**config.mk**
```make
export PLATFORM = sky130hd
export DESIGN_NAME = int_isq_age_wakeup
export DESIGN_NICKNAME = d
export VERILOG_FILES = /design/src/rtl/isq_pkg.sv /design/src/rtl/isq_age_matrix.sv /design/src/rtl/int_isq_age_wakeup.sv
export SDC_FILE = /design/constraint.sdc
export NUM_CORES = 2
export LEC_CHECK = 0
export BUFFER_PORTS_ARGS = -buffer_cell sky130_fd_sc_hd__buf_2
export CORE_MARGIN = 5
export CORE_UTILIZATION = 35
export DETAILED_ROUTE_END_ITERATION = 10
export GPL_TIMING_DRIVEN = 0
export MAX_ROUTING_LAYER = met4
export PLACE_DENSITY = 0.56
export REMOVE_ABC_BUFFERS = 1
export SYNTH_ARGS = -nofsm -noshare
export SYNTH_HDL_FRONTEND = slang
export SYNTH_SLANG_ARGS = --single-unit
```
**constraint.sdc**
```tcl
create_clock -name clock -period 80.7 [get_ports clock]
set_input_delay 16.14 -clock clock [delete_from_list [all_inputs] [get_ports clock]]
set_output_delay 16.14 -clock clock [all_outputs]
set_load 0.02 [all_outputs]
```
**src/rtl/isq_pkg.sv**
```systemverilog
// isq_pkg -- shared types for the integer issue queue.
//   isq_entry_t   : one queue slot (valid, payload, robid, source tags, source ready bits).
//                   Fields are sized to the widest supported configuration; narrower
//                   instances zero-extend into them.
//   robid_younger : wrap-aware ROB id age compare, MSB of the id is the wrap bit.
// Also supplies a default for INSTR_ID_WIDTH when the build does not define it.

`ifndef INSTR_ID_WIDTH
`define INSTR_ID_WIDTH 5
`endif

package isq_pkg;

  localparam int ISQ_DATA_W_MAX  = 128;
  localparam int ISQ_PREG_W_MAX  = 8;
  localparam int ISQ_ROBID_W_MAX = 16;

  typedef struct packed {
    logic                       valid;
    logic [ISQ_DATA_W_MAX-1:0]  data;
    logic [ISQ_ROBID_W_MAX-1:0] robid;
    logic [ISQ_PREG_W_MAX-1:0]  prs1;
    logic [ISQ_PREG_W_MAX-1:0]  prs2;
    logic                       src1_rdy;
    logic                       src2_rdy;
  } isq_entry_t;

  // True when a is strictly younger than b for a w-bit id (w >= 2).
  // Same wrap bit: larger low bits are younger. Different wrap bit: smaller low bits are younger.
  function automatic logic robid_younger(input logic [ISQ_ROBID_W_MAX-1:0] a,
                                         input logic [ISQ_ROBID_W_MAX-1:0] b,
                                         input int unsigned                w);
    logic [ISQ_ROBID_W_MAX-1:0] msb_mask;
    logic [ISQ_ROBID_W_MAX-1:0] low_mask;
    logic                       a_wrap;
    logic                       b_wrap;
    msb_mask = ISQ_ROBID_W_MAX'(1) << (w - 1);
    low_mask = msb_mask - ISQ_ROBID_W_MAX'(1);
    a_wrap   = |(a & msb_mask);
    b_wrap   = |(b & msb_mask);
    if (a_wrap == b_wrap) return (a & low_mask) > (b & low_mask);
    else                  return (a & low_mask) < (b & low_mask);
  endfunction

endpackage

```
**src/rtl/isq_age_matrix.sv**
```systemverilog
// isq_age_matrix -- enqueue-order tracker for the issue queue.
//   clock, reset_n : clock, asynchronous active-high reset
//   alloc_oh       : one-hot slot being allocated this cycle
//   free_vec       : slots being released this cycle (issue or squash)
//   older_vec      : slots currently holding an entry
//   req            : request vector (eligible slots)
//   grant_oh       : one-hot oldest requesting slot, zero when req is zero
// Row i holds the set of live slots that were allocated before slot i.

module isq_age_matrix #(
  parameter int DEPTH = 8
) (
  input  logic             clock,
  input  logic             reset_n,
  input  logic [DEPTH-1:0] alloc_oh,
  input  logic [DEPTH-1:0] free_vec,
  input  logic [DEPTH-1:0] older_vec,
  input  logic [DEPTH-1:0] req,
  output logic [DEPTH-1:0] grant_oh
);

  logic [DEPTH-1:0] older_q [DEPTH];

  always_ff @(posedge clock or posedge reset_n) begin
    if (reset_n) begin
      for (int i = 0; i < DEPTH; i++) older_q[i] <= '0;
    end else begin
      for (int i = 0; i < DEPTH; i++) begin
        if (alloc_oh[i]) older_q[i] <= older_vec & ~free_vec;
        else             older_q[i] <= older_q[i] & ~free_vec;
      end
    end
  end

  // A requester wins when no older live slot is also requesting.
  always_comb begin
    grant_oh = '0;
    for (int i = 0; i < DEPTH; i++)
      grant_oh[i] = req[i] && ((older_q[i] & req) == '0);
  end

endmodule

```
**src/rtl/int_isq_age_wakeup.sv**
```systemverilog
// int_isq_age_wakeup -- integer issue queue with tag wakeup and age-ordered select.
//   clock, reset_n            : clock, asynchronous reset (active HIGH despite the name)
//   enq_*                     : enqueue handshake, payload, robid, source tags and ready bits
//   deq_*                     : issue handshake; data/robid are combinational from the selected slot
//   wb_valid/wb_need_to_wb/wb_prd : NUM_WB writeback wakeup ports
//   flush_valid/flush_robid   : squash every entry strictly younger than flush_robid
//   occupancy                 : registered count of valid entries
// Build option: ISQ_ENQ_WAKEUP_BYPASS_EN -- when defined, an enqueuing source whose tag
// matches a same-cycle qualified writeback is stored ready.

module int_isq_age_wakeup
  import isq_pkg::*;
#(
  parameter int DEPTH   = 8,
  parameter int NUM_WB  = 2,
  parameter int DATA_W  = 128,
  parameter int PREG_W  = 6,
  parameter int ROBID_W = `INSTR_ID_WIDTH + 1
) (
  input  logic                     clock,
  input  logic                     reset_n,
  input  logic                     enq_valid,
  output logic                     enq_ready,
  input  logic [DATA_W-1:0]        enq_data,
  input  logic [ROBID_W-1:0]       enq_robid,
  input  logic [PREG_W-1:0]        enq_prs1,
  input  logic [PREG_W-1:0]        enq_prs2,
  input  logic                     enq_src1_rdy,
  input  logic                     enq_src2_rdy,
  output logic                     deq_valid,
  input  logic                     deq_ready,
  output logic [DATA_W-1:0]        deq_data,
  output logic [ROBID_W-1:0]       deq_robid,
  input  logic [NUM_WB-1:0]        wb_valid,
  input  logic [NUM_WB-1:0]        wb_need_to_wb,
  input  logic [NUM_WB*PREG_W-1:0] wb_prd,
  input  logic                     flush_valid,
  input  logic [ROBID_W-1:0]       flush_robid,
  output logic [$clog2(DEPTH):0]   occupancy
);

  localparam int OCC_W = $clog2(DEPTH) + 1;
  localparam int IDX_W = $clog2(DEPTH);

  isq_entry_t       ent_q   [DEPTH];
  isq_entry_t       ent_nxt [DEPTH];
  logic [OCC_W-1:0] occ_q;
  logic [OCC_W-1:0] occ_nxt;
  logic [DEPTH-1:0] valid_vec, elig_vec, grant_oh, free_oh, alloc_oh, free_vec, flush_vec;
  logic [NUM_WB-1:0] wb_qual;
  logic [IDX_W-1:0] sel_idx;
  logic             enq_fire, deq_fire;

  assign wb_qual   = wb_valid & wb_need_to_wb;
  assign occupancy = occ_q;
  assign enq_ready = occ_q < OCC_W'(DEPTH);
  assign deq_valid = (|elig_vec) && !flush_valid;
  assign enq_fire  = enq_valid && enq_ready && !flush_valid;
  assign deq_fire  = deq_valid && deq_ready;

  always_comb begin
    valid_vec = '0;
    elig_vec  = '0;
    for (int i = 0; i < DEPTH; i++) begin
      valid_vec[i] = ent_q[i].valid;
      elig_vec[i]  = ent_q[i].valid && ent_q[i].src1_rdy && ent_q[i].src2_rdy;
    end
  end

  // Lowest-index free slot: scan downward so the lowest hit is written last.
  always_comb begin
    free_oh = '0;
    for (int i = DEPTH - 1; i >= 0; i--)
      if (!valid_vec[i]) free_oh = DEPTH'(1) << i;
  end
  assign alloc_oh = enq_fire ? free_oh : '0;

  always_comb begin
    sel_idx = '0;
    for (int i = 0; i < DEPTH; i++)
      if (grant_oh[i]) sel_idx = IDX_W'(i);
  end
  assign deq_data  = ent_q[sel_idx].data[DATA_W-1:0];
  assign deq_robid = ent_q[sel_idx].robid[ROBID_W-1:0];

`ifdef ISQ_ENQ_WAKEUP_BYPASS_EN
  logic enq_hit1, enq_hit2;
  always_comb begin
    enq_hit1 = 1'b0;
    enq_hit2 = 1'b0;
    for (int k = 0; k < NUM_WB; k++) begin
      if (wb_qual[k] && (wb_prd[k*PREG_W +: PREG_W] == enq_prs1)) enq_hit1 = 1'b1;
      if (wb_qual[k] && (wb_prd[k*PREG_W +: PREG_W] == enq_prs2)) enq_hit2 = 1'b1;
    end
  end
`endif

  always_comb begin
    flush_vec = '0;
    free_vec  = '0;
    occ_nxt   = '0;
    for (int i = 0; i < DEPTH; i++) begin
      ent_nxt[i] = ent_q[i];
      for (int k = 0; k < NUM_WB; k++) begin
        if (wb_qual[k]) begin
          if (ent_q[i].prs1 == ISQ_PREG_W_MAX'(wb_prd[k*PREG_W +: PREG_W])) ent_nxt[i].src1_rdy = 1'b1;
          if (ent_q[i].prs2 == ISQ_PREG_W_MAX'(wb_prd[k*PREG_W +: PREG_W])) ent_nxt[i].src2_rdy = 1'b1;
        end
      end
      flush_vec[i] = flush_valid && ent_q[i].valid &&
                     robid_younger(ent_q[i].robid, ISQ_ROBID_W_MAX'(flush_robid), ROBID_W);
      free_vec[i]  = flush_vec[i] || (deq_fire && grant_oh[i]);
      if (free_vec[i]) ent_nxt[i].valid = 1'b0;
      if (alloc_oh[i]) begin
        ent_nxt[i]       = '0;
        ent_nxt[i].valid = 1'b1;
        ent_nxt[i].data  = ISQ_DATA_W_MAX'(enq_data);
        ent_nxt[i].robid = ISQ_ROBID_W_MAX'(enq_robid);
        ent_nxt[i].prs1  = ISQ_PREG_W_MAX'(enq_prs1);
        ent_nxt[i].prs2  = ISQ_PREG_W_MAX'(enq_prs2);
`ifdef ISQ_ENQ_WAKEUP_BYPASS_EN
        ent_nxt[i].src1_rdy = enq_src1_rdy || enq_hit1;
        ent_nxt[i].src2_rdy = enq_src2_rdy || enq_hit2;
`else
        ent_nxt[i].src1_rdy = enq_src1_rdy;
        ent_nxt[i].src2_rdy = enq_src2_rdy;
`endif
      end
      occ_nxt = occ_nxt + OCC_W'(ent_nxt[i].valid);
    end
  end

  always_ff @(posedge clock or posedge reset_n) begin
    if (reset_n) begin
      for (int i = 0; i < DEPTH; i++) ent_q[i] <= '0;
      occ_q <= '0;
    end else begin
      for (int i = 0; i < DEPTH; i++) ent_q[i] <= ent_nxt[i];
      occ_q <= occ_nxt;
    end
  end

  isq_age_matrix #(.DEPTH(DEPTH)) u_age (
    .clock     (clock),
    .reset_n   (reset_n),
    .alloc_oh  (alloc_oh),
    .free_vec  (free_vec),
    .older_vec (valid_vec),
    .req       (elig_vec),
    .grant_oh  (grant_oh)
  );

endmodule

```
### Yosys cells after proc, flatten, opt, wreduce, memory -nomap -nowiden

Index checks and enable logic that the tools add are counted.

| operators by class | value |
|---|---|
| add/sub/neg operators | 7 |
| order comparisons | 18 |
| eq/ne operators | 40 |
| multiplexer cells | 99 |
| bitwise logic cells | 20 |
| reductions and logical operators | 70 |

Operator list:

| operator | number |
|---|---|
| $mux 163 | 8 |
| $bmux 163 s3 | 1 |
| $mux 162 | 2 |
| $eq 6x6->1 | 32 |
| $and 8x8->8 | 17 |
| $mux 8 | 17 |
| $logic_not 8->1 | 8 |
| $logic_and 1x1->1 | 52 |
| $mux 1 | 49 |
| $gt 5x5->1 | 8 |
| $lt 5x5->1 | 8 |
| $mux 2 | 16 |
| $mux 3 | 6 |
| $add 4x1->4 | 4 |
| $eq 1x1->1 | 8 |
| $logic_or 1x1->1 | 8 |
| $not 8->8 | 1 |
| $reduce_or 8->1 | 1 |
| $add 3x1->4 | 1 |
| $ge 4x4->1 const B | 1 |
| $lt 4x4->1 const B | 1 |
| $not 3->4 | 1 |
| $add 2x1->3 | 1 |
| $add 1x1->2 | 1 |
| other kinds (2) | 2 |

| word-level totals | value |
|---|---|
| flip-flop bits (word level) | 1260 |
| input bits | 175 |
| output and inout bits | 140 |
| word-level logic and storage cells | 319 |

### Logic depth before layout (Yosys ltp)

| logic depth | value |
|---|---|
| word-level depth | 17 |
| mapped depth | 20 |

### By module

A second synthesis with hierarchy kept.

| unflattened totals | value |
|---|---|
| cells, all modules | 7053 |
| area, all modules | 60895.9 um^2 |

Modules (own cells, without submodules):

| module | times used | cells an instance | area each (um^2) | seq. area each (um^2) |
|---|---|---|---|---|
| int_isq_age_wakeup | 1 | 6772 | 57843.0 | 29928.7 |
| isq_age_matrix | 1 | 281 | 3052.9 | 1601.5 |

### Worst setup path before layout

Ideal clock, no wire load.

| timing path | value |
|---|---|
| path kind | input port to output port |
| start | in flush_valid |
| end | out deq_valid |
| arrival time | 16.715 ns |
| slack | 47.845 ns |
| stages on the path | 2 |
| cells stage by stage | clkbuf_1 a21oi_1 |

| on the way | value |
|---|---|
| cells in the longest elaborated chain, start to end | 2 |

RTL lines:

| element | RTL line | RTL |
|---|---|---|
| start, declared | int_isq_age_wakeup.sv:37 | `input logic flush_valid,` |
| $logic_not 1->1 | int_isq_age_wakeup.sv:57 | `assign deq_valid = (\|elig_vec) && !flush_valid;` |
| $logic_and 1x1->1 | int_isq_age_wakeup.sv:57 |  |
| end, declared | int_isq_age_wakeup.sv:30 | `output logic deq_valid,` |

No other way between the ends.

### Final worst setup path

Ends and elaborated chain as after synthesis.

==> impl_results.md <==
- Outcome: finished, final reports clean
- Gpl congestion: 0.835
- Synthesized instance count: 8353
- Flop2flop setup slack: 75.07 ns
- Seq/Total Area, Yosys: 48.0%
- Reg2reg start: ent_q[1303]
- Met3 usage: 4.88%
- Vias in the first global route: 61169
- Cell taking the most area after synthesis: dfrtp_1
- Floorplan core area: 187000 µm²
- Share of cells above drive strength 1: 10.5%
- Worst-Skew Late Latency: 0.82 ns
- Count leader, synth: nand2_1
- Synth top cells by count: nand2_1, dfrtp_1, clkbuf_1, nand3_1, a21oi_1
- Initial antenna violation count: 55
- Worst hold path type: flip-flop to flip-flop
- Crit Reg-Reg Endpoint: occupancy[2]
- CTS tree: built
- Clock transition at path regs: 0.06 ns
- Pins Over Slew Limit: 0
- Fillcell total: 18389
- Synth warn: 0
- Setup TNS Final: 0 ns
- WP depth: 3
- Switch Pwr: 0.00118 W
- Number of synthesized flops with an enable pin: 0
- Multi-input logic area: 30200 µm²
- Setup Crit Path Kind: primary input to output pin
- CP max-delay cell: a21oi_1
- Worst endpoint data arrival time: 16.87 ns
- Ports: 315
- Drt drc: 0
- CP Capture Point: deq_valid
- P_leak: 37.0 nW
- CP endpoint kind: output pin
- Via count: 62410
- Nets: 8480
- Met1 GRT Util: 34.3%
- GRT met2 Usage: 42.7%
- Post CTS Setup Buffer Count: 0
- Register Area: 31500 µm²
- Highest fanout seen on the critical path: 10
- Mapped cell area: 65700 µm²
- Total gr overflow: 0
- Number of buffer cells added on primary ports: 314
- Syn Area/Cell: 7.87 µm²
- Measured slew at the worst slew-check pin: 1.44 ns
- Ranking of synthesized cells by area: dfrtp_1, nand2_1, o211ai_1
- Post-synth top area share: 48.0%
- Die extent in y: 443 µm
- Sw Share: 42.0%
- Post-Route WL: 268 mm
- Synth unique cells: 62
- DRT iter0 DRCs: 7174
- GRT busiest layer: met2
- Most used cell along the critical path: buf_2
- Post-layout util: 41.3%
- R2R cell count: 17
- Unrepaired setup endpoints after global routing: false
- Critical path origin: flush_valid
- CTS Sinks: 1260
- Largest net degree at the start of global routing: 121
- Seq pwr share: 32.1%
- Clock Tree Buf Depth: 3
- H-tree lvl count: 4
- P per Cell Area: 36.4 nW/µm²
- Final Cycle Share: 40.9%
- Die width: 443 µm
- Crit path buffers/inverters: 2
- Clock group share of total power: 24.9%
- Post_cts resized: 0
- Number of core rows: 159
- Worst-path cell chain: buf_2, a21oi_1, buf_2
- Die area: 197000 µm²
- Final hold viol count: 0
- Ys async rst share: 100%
- GRT Total Usage: 27.3%
- Fin crit period: 33.01 ns
- Fmax: 0.0303 GHz
- Cts bufs inserted: 147
- Slew headroom: 4.10%
- DP HPWL: 164 mm
- FF+latch count, synth: 1260
- Final ANT Viol Nets: 0
- Setup Viol. Count Final: 0
- DRT Pass-1 Iters: 8
- WL/cell: 24.5 µm
- Combinational share of power: 43.0%
- Max-cap viol count: 0
- First-pass GRT wire length: 404 mm
- Number of vias per cell: 5.72
- Root Buffer: clkbuf_16
- Initial Utilization: 35.1%
- Startpoint Class: primary input
- CP max stage delay: 0.30 ns
- Final Skew: 0.0356 ns
- Cell-internal power: 0.00163 W
- Area Overhead vs Synth: 17.6%
- Peak supply drop: 22.0 µV
- Hold Buf Count CTS: 0
- Top_reg_cell synth: dfrtp_1
- Cell family with most CP delay: buffers and inverters
- Worst endpoint required time: 64.56 ns
==> state kept, by name, indices dropped and copies added, names as in the netlist <==
name	flops
u_age.older_q	64
ent_q	1192
occupancy	4
==> per-stage QoR <==
| stage | setup slack (ns) | instances | power, W | hold slack (ns) | area [µm²] |
|---|---|---|---|---|---|
| finish | 47.69 | 10914 | 0.00281 | 0.467 | 77300 |
| global route | 47.71 | 10911 | 0.00296 | 0.482 | 77300 |
| CTS | 47.75 | 10867 | 0.00282 | 0.469 | 77200 |
| detailed placement | 47.75 | 10604 | 0.00211 | 0.456 | 72200 |
| global placement | 12.64 | 10308 | 0.00208 | 0.451 | 66400 |
| floorplan | 29.05 | 7499 | 0.00158 | 0.439 | 61700 |
==> placed cells by master, fill, tap and decap left out, types with 9 or more instances in the layout <==
cell type  synthesis  layout
nand2_1         3843    3841
o21ai_0          150     150
a31oi_1           16      16
o21a_1            22      22
ha_1              43      43
inv_1             48      47
a41oi_1           16      16
dfrtp_1         1260    1260
o211ai_1         400     400
nor3_1            12      11
buf_16             0      97
and3_1            15      14
clkbuf_16          0     150
clkbuf_1         549      27
nand3_1          549     548
xor2_1            97      97
buf_12             0      72
nor4_1            34      34
o2111ai_1        141     141
clkbuf_8           0      28
buf_2             71     314
buf_6             12      52
xnor2_1          104     104
a21oi_1          439     439
o32a_1           133     133
clkinv_2           0      30
diode_2            0      47
nor2_1            40      34
buf_8              1      49
buf_4            171      26
bufinv_16          0      14
a21boi_0          11      11
nand4_1           39      39
o22ai_1            9       9
==> worst reg2reg max path, cell delays in order, from the launching register on <==
cell and delay (ns):
dfrtp_1 0.61, and3_1 0.34, and3_1 0.32, nand4_1 0.28
or3_4 0.74, buf_16 0.35, buf_16 0.25, o21a_1 0.16
fa_1 0.57, inv_1 0.07, fa_1 0.49, inv_1 0.05
fa_1 0.42, inv_1 0.07, ha_1 0.16, inv_1 0.06
fa_1 0.43, xnor2_1 0.14
==> cells by family (layout without fill, tap and decap cells) <==
group / after synthesis / after routing / share of synthesized area (%)
compound gates: 1377 / 1377 / 14.3
xor+xnor: 201 / 201 / 2.68
fa+ha+maj: 47 / 47 / 0.940
buf+inv: 902 / 921 / 6.42
flops: 1260 / 1260 / 48.0
mux: 5 / 5 / 0.0780
other cells: 0 / 47 / 0
simple gates: 4561 / 4561 / 27.6
==> layer usage <==
metal	vias up	routed length, µm
met4	0	13800
met5	-	0
met3	736	22600
met2	3262	124000
met1	30852	107000
li1	27560	-
==> power by group through the flow <==
stage	logic (W)	registers [W]	clock network, W
after global routing	0.00130	0.000923	0.000737
final	0.00121	0.000903	0.000702
after global placement	0.00117	0.000911	0
after floorplan	0.000698	0.000887	0
after CTS	0.00120	0.000901	0.000712
after detailed placement	0.00120	0.000911	0
==> how the worst min path moves through the flow <==
| stage | startpoint | to | slack (ns) | cells after the start |
|---|---|---|---|---|
| after global routing | ent_q[918] | ent_q[918] | 0.48 | 2 |
| after detailed placement | ent_q[642] | ent_q[642] | 0.46 | 2 |
| final | ent_q[589] | ent_q[589] | 0.47 | 2 |
| after global placement | ent_q[593] | ent_q[593] | 0.45 | 2 |
| after CTS | ent_q[601] | ent_q[601] | 0.47 | 2 |
| after floorplan | ent_q[523] | ent_q[523] | 0.44 | 2 |
==> layout make-up <==
cell class                      instances  share of cell area, %
Antenna cell                           47                  0.152
Sequential cell                      1260                   40.8
Clock inverter                         58                  0.965
Timing Repair Buffer                  610                   9.31
Tap cell                             2495                   4.04
Clock buffer                          205                   5.48
Multi-Input combinational cell       6191                   39.0
Inverter                               48                  0.243
Note: power is estimated with default switching activity, not from simulation.
